===== src/rtl/alu_dispatch_rob.sv =====
// -----------------------------------------------------------------------------
// alu_dispatch_rob
//
// Pipelined dispatcher for the ALU unit classes. An operation is accepted over
// a valid/ready handshake. It is issued with a tag to the external execution
// unit chosen by the opcode MSBs. Out-of-order unit responses are collected in
// a DEPTH-entry reorder buffer. Results are handed back strictly in issue order.
// A flush discards everything in flight and toggles the epoch bit carried in
// every tag, so that late responses from before the flush can be recognised
// and dropped.
//
// Ports:
//   clk, rst_n          clock (rising edge), synchronous active-low reset
//   flush               synchronous flush of all in-flight entries
//   in_valid/in_ready   operation handshake; in_a, in_b, in_opcode payload
//   u_req_valid         one-hot issue strobe per unit; u_req_ready per unit
//   u_req_a/b/opcode    broadcast operands and opcode
//   u_req_tag           {epoch, tail index} of the issued operation
//   u_resp_valid/tag/data/err  per-unit response, unit i in slice i
//   out_valid/out_ready in-order result handshake; out_result, out_err payload
//   occupancy           entries in flight (0..DEPTH)
//   spurious_resp       sticky flag: a current-epoch response hit an entry
//                       that was idle or already complete
// -----------------------------------------------------------------------------
module alu_dispatch_rob #(
   parameter  int XLEN      = 64,
   parameter  int OPC_W     = 5,
   parameter  int CLS_W     = 2,
   parameter  int DEPTH     = 8,
   localparam int NUM_UNITS = 2 ** CLS_W,
   localparam int TAG_W     = $clog2(DEPTH)
) (
   input  logic                           clk,
   input  logic                           rst_n,
   input  logic                           flush,
   input  logic                           in_valid,
   output logic                           in_ready,
   input  logic [XLEN-1:0]                in_a,
   input  logic [XLEN-1:0]                in_b,
   input  logic [OPC_W-1:0]               in_opcode,
   output logic [NUM_UNITS-1:0]           u_req_valid,
   input  logic [NUM_UNITS-1:0]           u_req_ready,
   output logic [XLEN-1:0]                u_req_a,
   output logic [XLEN-1:0]                u_req_b,
   output logic [OPC_W-1:0]               u_req_opcode,
   output logic [TAG_W:0]                 u_req_tag,
   input  logic [NUM_UNITS-1:0]           u_resp_valid,
   input  logic [NUM_UNITS*(TAG_W+1)-1:0] u_resp_tag,
   input  logic [NUM_UNITS*XLEN-1:0]      u_resp_data,
   input  logic [NUM_UNITS-1:0]           u_resp_err,
   output logic                           out_valid,
   input  logic                           out_ready,
   output logic [XLEN-1:0]                out_result,
   output logic                           out_err,
   output logic [TAG_W:0]                 occupancy,
   output logic                           spurious_resp
);

   localparam logic [TAG_W:0] FULL_CNT = (TAG_W+1)'(DEPTH);

   // Ring pointers, fill count and the epoch carried in every issued tag.
   logic [TAG_W-1:0] head;
   logic [TAG_W-1:0] tail;
   logic [TAG_W:0]   count;
   logic             epoch;
   logic             spurious_q;

   // Per-entry status and payload.
   logic [DEPTH-1:0] busy;
   logic [DEPTH-1:0] done;
   logic [XLEN-1:0]  data_q [DEPTH];
   logic [DEPTH-1:0] err_q;

   logic [CLS_W-1:0] cls;
   logic             issue_ok;
   logic             accept;
   logic             retire;
   logic [DEPTH-1:0] acc_vec;
   logic [DEPTH-1:0] ret_vec;
   logic [DEPTH-1:0] eff_busy;
   logic [DEPTH-1:0] eff_done;

   // Response capture decode.
   logic [DEPTH-1:0] cap_we;
   logic [CLS_W-1:0] cap_src [DEPTH];
   logic             spur_hit;
   logic [TAG_W:0]   r_tag;
   logic [TAG_W-1:0] r_idx;

   // ---------------------------------------------------------------------------
   // Issue. Fullness is judged on the registered count only, so a retire in
   // the same cycle never opens a slot for an accept.
   // ---------------------------------------------------------------------------
   assign cls      = in_opcode[OPC_W-1 -: CLS_W];
   assign issue_ok = (count != FULL_CNT) && !flush;
   assign in_ready = issue_ok && u_req_ready[cls];
   assign accept   = in_valid && in_ready;

   // NOTE: every signal driven from always_comb gets a default on entry, so no
   // path through the block leaves it holding a value (which would be a latch).
   always_comb begin
      u_req_valid = '0;
      if (in_valid && issue_ok) begin
         u_req_valid[cls] = 1'b1;
      end
   end

   assign u_req_a      = in_a;
   assign u_req_b      = in_b;
   assign u_req_opcode = in_opcode;
   assign u_req_tag    = {epoch, tail};

   // ---------------------------------------------------------------------------
   // Retire from the head entry.
   // ---------------------------------------------------------------------------
   assign out_valid     = busy[head] && done[head];
   assign out_result    = out_valid ? data_q[head] : '0;
   assign out_err       = out_valid && err_q[head];
   assign retire        = out_valid && out_ready;
   assign occupancy     = count;
   assign spurious_resp = spurious_q;

   assign acc_vec = accept ? (DEPTH'(1) << tail) : '0;
   assign ret_vec = retire ? (DEPTH'(1) << head) : '0;

   // The entry being accepted this cycle already counts as busy and not done.
   // A unit may therefore answer in the same cycle it receives the request.
   assign eff_busy = busy | acc_vec;
   assign eff_done = done & ~acc_vec;

   // ---------------------------------------------------------------------------
   // Response capture. Units are scanned in ascending order, so when two units
   // hit the same entry the lowest index claims it and the rest count as
   // spurious. Stale-epoch responses are ignored without comment.
   // ---------------------------------------------------------------------------
   always_comb begin
      cap_we   = '0;
      spur_hit = 1'b0;
      r_tag    = '0;
      r_idx    = '0;
      for (int j = 0; j < DEPTH; j++) begin
         cap_src[j] = '0;
      end
      for (int i = 0; i < NUM_UNITS; i++) begin
         if (u_resp_valid[i]) begin
            r_tag = u_resp_tag[i*(TAG_W+1) +: (TAG_W+1)];
            r_idx = r_tag[TAG_W-1:0];
            if (r_tag[TAG_W] == epoch) begin
               if (eff_busy[r_idx] && !eff_done[r_idx] && !cap_we[r_idx]) begin
                  cap_we[r_idx]  = 1'b1;
                  cap_src[r_idx] = CLS_W'(i);
               end else begin
                  spur_hit = 1'b1;
               end
            end
         end
      end
   end

   // ---------------------------------------------------------------------------
   // Control state.
   // ---------------------------------------------------------------------------
   // NOTE: sequential state is updated with non-blocking assignments only, so
   // every register here samples the values from before this clock edge.
   always_ff @(posedge clk) begin
      if (!rst_n) begin
         head       <= '0;
         tail       <= '0;
         count      <= '0;
         epoch      <= 1'b0;
         busy       <= '0;
         done       <= '0;
         spurious_q <= 1'b0;
      end else begin
         if (spur_hit) begin
            spurious_q <= 1'b1;
         end
         if (flush) begin
            // A flush overrides any accept, retire or capture in the same cycle.
            head  <= '0;
            tail  <= '0;
            count <= '0;
            epoch <= ~epoch;
            busy  <= '0;
            done  <= '0;
         end else begin
            if (accept) begin
               tail <= tail + 1'b1;
            end
            if (retire) begin
               head <= head + 1'b1;
            end
            case ({accept, retire})
               2'b10:   count <= count + 1'b1;
               2'b01:   count <= count - 1'b1;
               default: count <= count;
            endcase
            busy <= (busy | acc_vec) & ~ret_vec;
            done <= (done & ~acc_vec) | cap_we;
         end
      end
   end

   // NOTE: the payload array is deliberately left out of reset. An entry's data
   // is only ever read once its done bit, which is reset, has been set by a
   // capture.
   always_ff @(posedge clk) begin
      for (int j = 0; j < DEPTH; j++) begin
         if (cap_we[j]) begin
            data_q[j] <= u_resp_data[cap_src[j]*XLEN +: XLEN];
            err_q[j]  <= u_resp_err[cap_src[j]];
         end
      end
   end

endmodule

===== config.mk =====
export PLATFORM = sky130hd
export DESIGN_NAME = alu_dispatch_rob
export DESIGN_NICKNAME = d
export VERILOG_FILES = /design/src/rtl/alu_dispatch_rob.sv
export SDC_FILE = /design/constraint.sdc
export NUM_CORES = 2
export LEC_CHECK = 0
export CAP_MARGIN = 20
export CORE_ASPECT_RATIO = 1.25
export CORE_MARGIN = 2
export CORE_UTILIZATION = 45
export CTS_CLUSTER_SIZE = 10
export DETAILED_ROUTE_END_ITERATION = 12
export PLACE_DENSITY = 0.68
export SYNTH_ARGS = -nofsm -noshare
export SYNTH_HDL_FRONTEND = slang
export SYNTH_SLANG_ARGS = --single-unit

===== constraint.sdc =====
create_clock -name clk -period 12 [get_ports clk]
set_clock_uncertainty 0.1 [all_clocks]
set_input_delay 1.2 -clock clk [delete_from_list [all_inputs] [get_ports clk]]
set_output_delay 1.2 -clock clk [all_outputs]
set_load 0.005 [all_outputs]

==> reports/results.txt <==
sw frac: 26.1%
antenna violations before repair: 60
commonest non-fill, non-tap cell in the layout: nand2_1
Finished Cell Area: 44700 µm²
Synth cell types: 73
routed wire length: 155000 µm
power density over cell area: 106 nW/µm²
post-route ant nets: 0
Residual DRC: 0
critical path required time: 12140 ps
Detail Placement HPWL: 93400 µm
final hold slack: 379 ps
Initial Util: 45.2%
Top FF cell, synth: edfxtp_1
first-pass GRT wire length: 222000 µm
worst relative slew slack: 16.1%
gr ovfl total: 0
crit start category: input port
Ports: 635
input/output buffers: 372
CTS tree: built
Cell Area, Placed: 42700 µm²
vias in the first global route: 33000
net switching power: 1240 µW
setup TNS: 0 ps
RR Startpoint: occupancy[0]$_SDFFE_PP0P_
via count: 33900
crit end category: register
post-CTS setup buffer count: 0
VDD IR max: 0.0812 mV
GPL Wtd Cong: 0.966
Starting DRT DRC Count: 3966
syn_nets: 4623
share of layout cells above drive strength 1: 13.3%
fin crit share: 65.9%
Async SR Flop Fraction: 0%
Pre-antenna DRT Iters: 6
final hold vios: 0
#FFs+latches synth: 551
post-CTS sizing: 0
Post-Syn Area per Cell: 9.53 µm²
Pins Over Slew Limit: 0
RSZ-0062 raised after global routing: no
row cnt: 122
cells along the critical path: clkdlybuf4s50_1, nor2b_1, a41oi_1, a222oi_1, nand4_1, a31oi_4, buf_4, a22oi_1, nand4_2, nor2_1, nor2_1, nand3_4, nand2_4, buf_4
synthesis-to-layout area growth: 12.1%
core area: 88200 µm²
CP Capture Point: data_q[1][55]$_DFFE_PP_
flop2flop setup slack: 5010 ps
via-per-instance ratio: 6.42
most frequent cells in the layout: nand2_1 (742), o21ai_0 (520), edfxtp_1 (520), mux2i_1 (466), clkdlybuf4s50_1 (372)
fill count: 8040
status: complete, no violations
Hold Crit Class: register to register
start point of the critical path: flush
WS Path Type: input port to register
sequential-to-total area share from yosys stat: 40.7%
htree depth: 3
hold_buf cts: 0
synthesized netlist cell count: 4185
Pleak: 0.0158 µW
largest net degree at the start of global routing: 124
EDFF count, synth: 520
Worst Path Arrival: 8050 ps
Clock Power Share: 39.8%
max incr delay on CP: 930 ps
Reg-to-Reg End: data_q[1][55]$_DFFE_PP_
Skew-Pair Late Insertion Delay: 630 ps
FF-to-FF path depth: 13
TritonCTS buffer count: 67
crit-path max FO: 57
fmax: 126 MHz
Tmin final: 7910 ps
YS warnings: 0
die width: 270 µm
final count of negative-setup-slack endpoints: 0
GRT Total Usage: 33.0%
Max Root-Sink Buffers: 3
sequential share of power: 46.4%
Max-cap violations: 0
clock-pin slew on the worst setup and hold paths: 60 ps
Die H: 337 µm
die footprint: 91100 µm²
Routed WL per cell: 29.4 µm
clock root buffer: clkbuf_16
cell area after synthesis: 39900 µm²
Crit-path slowest cell: buf_4
Logic pwr share: 13.7%
Clock Sinks: 551
# nets final: 4462
internal power: 3500 µW
Worst-Margin Slew: 1260 ps
==> sequential cells by signal, summed over array words and instances, names as in the netlist, named ones only <==
| register | flops |
|---|---|
| head | 3 |
| spurious_resp | 1 |
| done | 8 |
| err_q | 8 |
| epoch | 1 |
| data_q | 512 |
| tail | 3 |
| busy | 8 |
| occupancy | 4 |
==> through the flow <==
step	power (µW)	setup slack, ps	cells	util, %
after detailed placement	2870	3710	5131	48.4
after floorplan	2650	5650	4185	-
final	4740	4090	5277	50.7
after CTS	4720	4350	5231	50.5
after global placement	2860	3790	5131	48.4
after global routing	4860	3910	5274	50.7
==> area by class of cell <==
type | instances | area (µm²) | share of cell area [%]
antenna | 44 | 110 | 0.246
clock buffer | 90 | 1810 | 4.04
clock inverter | 10 | 83.8 | 0.187
inverter | 25 | 98.8 | 0.221
multi-input combinational | 2951 | 20700 | 46.3
sequential | 551 | 16200 | 36.3
tap | 1178 | 1470 | 3.29
timing repair buffer | 428 | 4210 | 9.40
==> worst max-delay path: cells and delay by family <==
kind	cells	cell delay [ps]
compound gates	4	1450
buf+inv	3	2090
simple gates	7	3210
==> cells by family after synthesis <==
kind of cell / count (synthesis) / synth area share, %
AND/OR/NAND/NOR: 1126 / 11.5
AO/OA/AOI/OAI: 999 / 14.3
multiplexers: 794 / 24.7
buffers and inverters: 683 / 7.91
flip-flops: 551 / 40.7
XOR/XNOR: 16 / 0.351
adder cells (fa/ha/maj): 16 / 0.521
==> power groups by stage <==
stage	sequential, µW	combinational [µW]	clock (µW)
3_3_place_gp	2240	625	0
5_1_grt	2200	698	1960
3_5_place_dp	2240	634	0
2_1_floorplan	2230	417	0
4_1_cts	2200	637	1890
6_report	2200	650	1890
==> worst min-delay path by stage <==
| stage | startpoint | to | depth (start not counted) |
|---|---|---|---|
| after floorplan | done[4]$_SDFF_PP0_ | done[4]$_SDFF_PP0_ | 2 |
| after global placement | busy[3]$_SDFF_PP0_ | busy[3]$_SDFF_PP0_ | 2 |
| after detailed placement | busy[3]$_SDFF_PP0_ | busy[3]$_SDFF_PP0_ | 2 |
| after CTS | busy[3]$_SDFF_PP0_ | busy[3]$_SDFF_PP0_ | 2 |
| after global routing | busy[1]$_SDFF_PP0_ | busy[1]$_SDFF_PP0_ | 2 |
| final | busy[7]$_SDFF_PP0_ | busy[7]$_SDFF_PP0_ | 2 |
==> layer usage <==
layer / part of all wire, % / up-vias / wire length, µm / track usage [%]
li1: - / 14700 / - / -
met1: 34 / 16200 / 52700 / 37.3
met2: 48 / 2342 / 75300 / 54.9
met3: 10 / 634 / 16000 / 6.71
met4: 7.2 / 18 / 11100 / 25.5
met5: 0.073 / - / 114 / 0
==> cell usage after synthesis, drive strengths merged, types with 31 or more instances <==
master | instances | area share, %
mux2 | 196 | 5.5
o22ai | 67 | 1.1
nor2 | 239 | 2.2
mux4 | 132 | 7.5
mux2i | 466 | 12
o21ai | 521 | 6.5
edfxtp | 520 | 39
a221oi | 61 | 1.3
clkbuf | 325 | 3.1
buf | 333 | 4.6
a21oi | 272 | 3.8
nand2 | 745 | 7.0
dfxtp | 31 | 1.6
No activity file was read; power rests on OpenSTA's default activity.
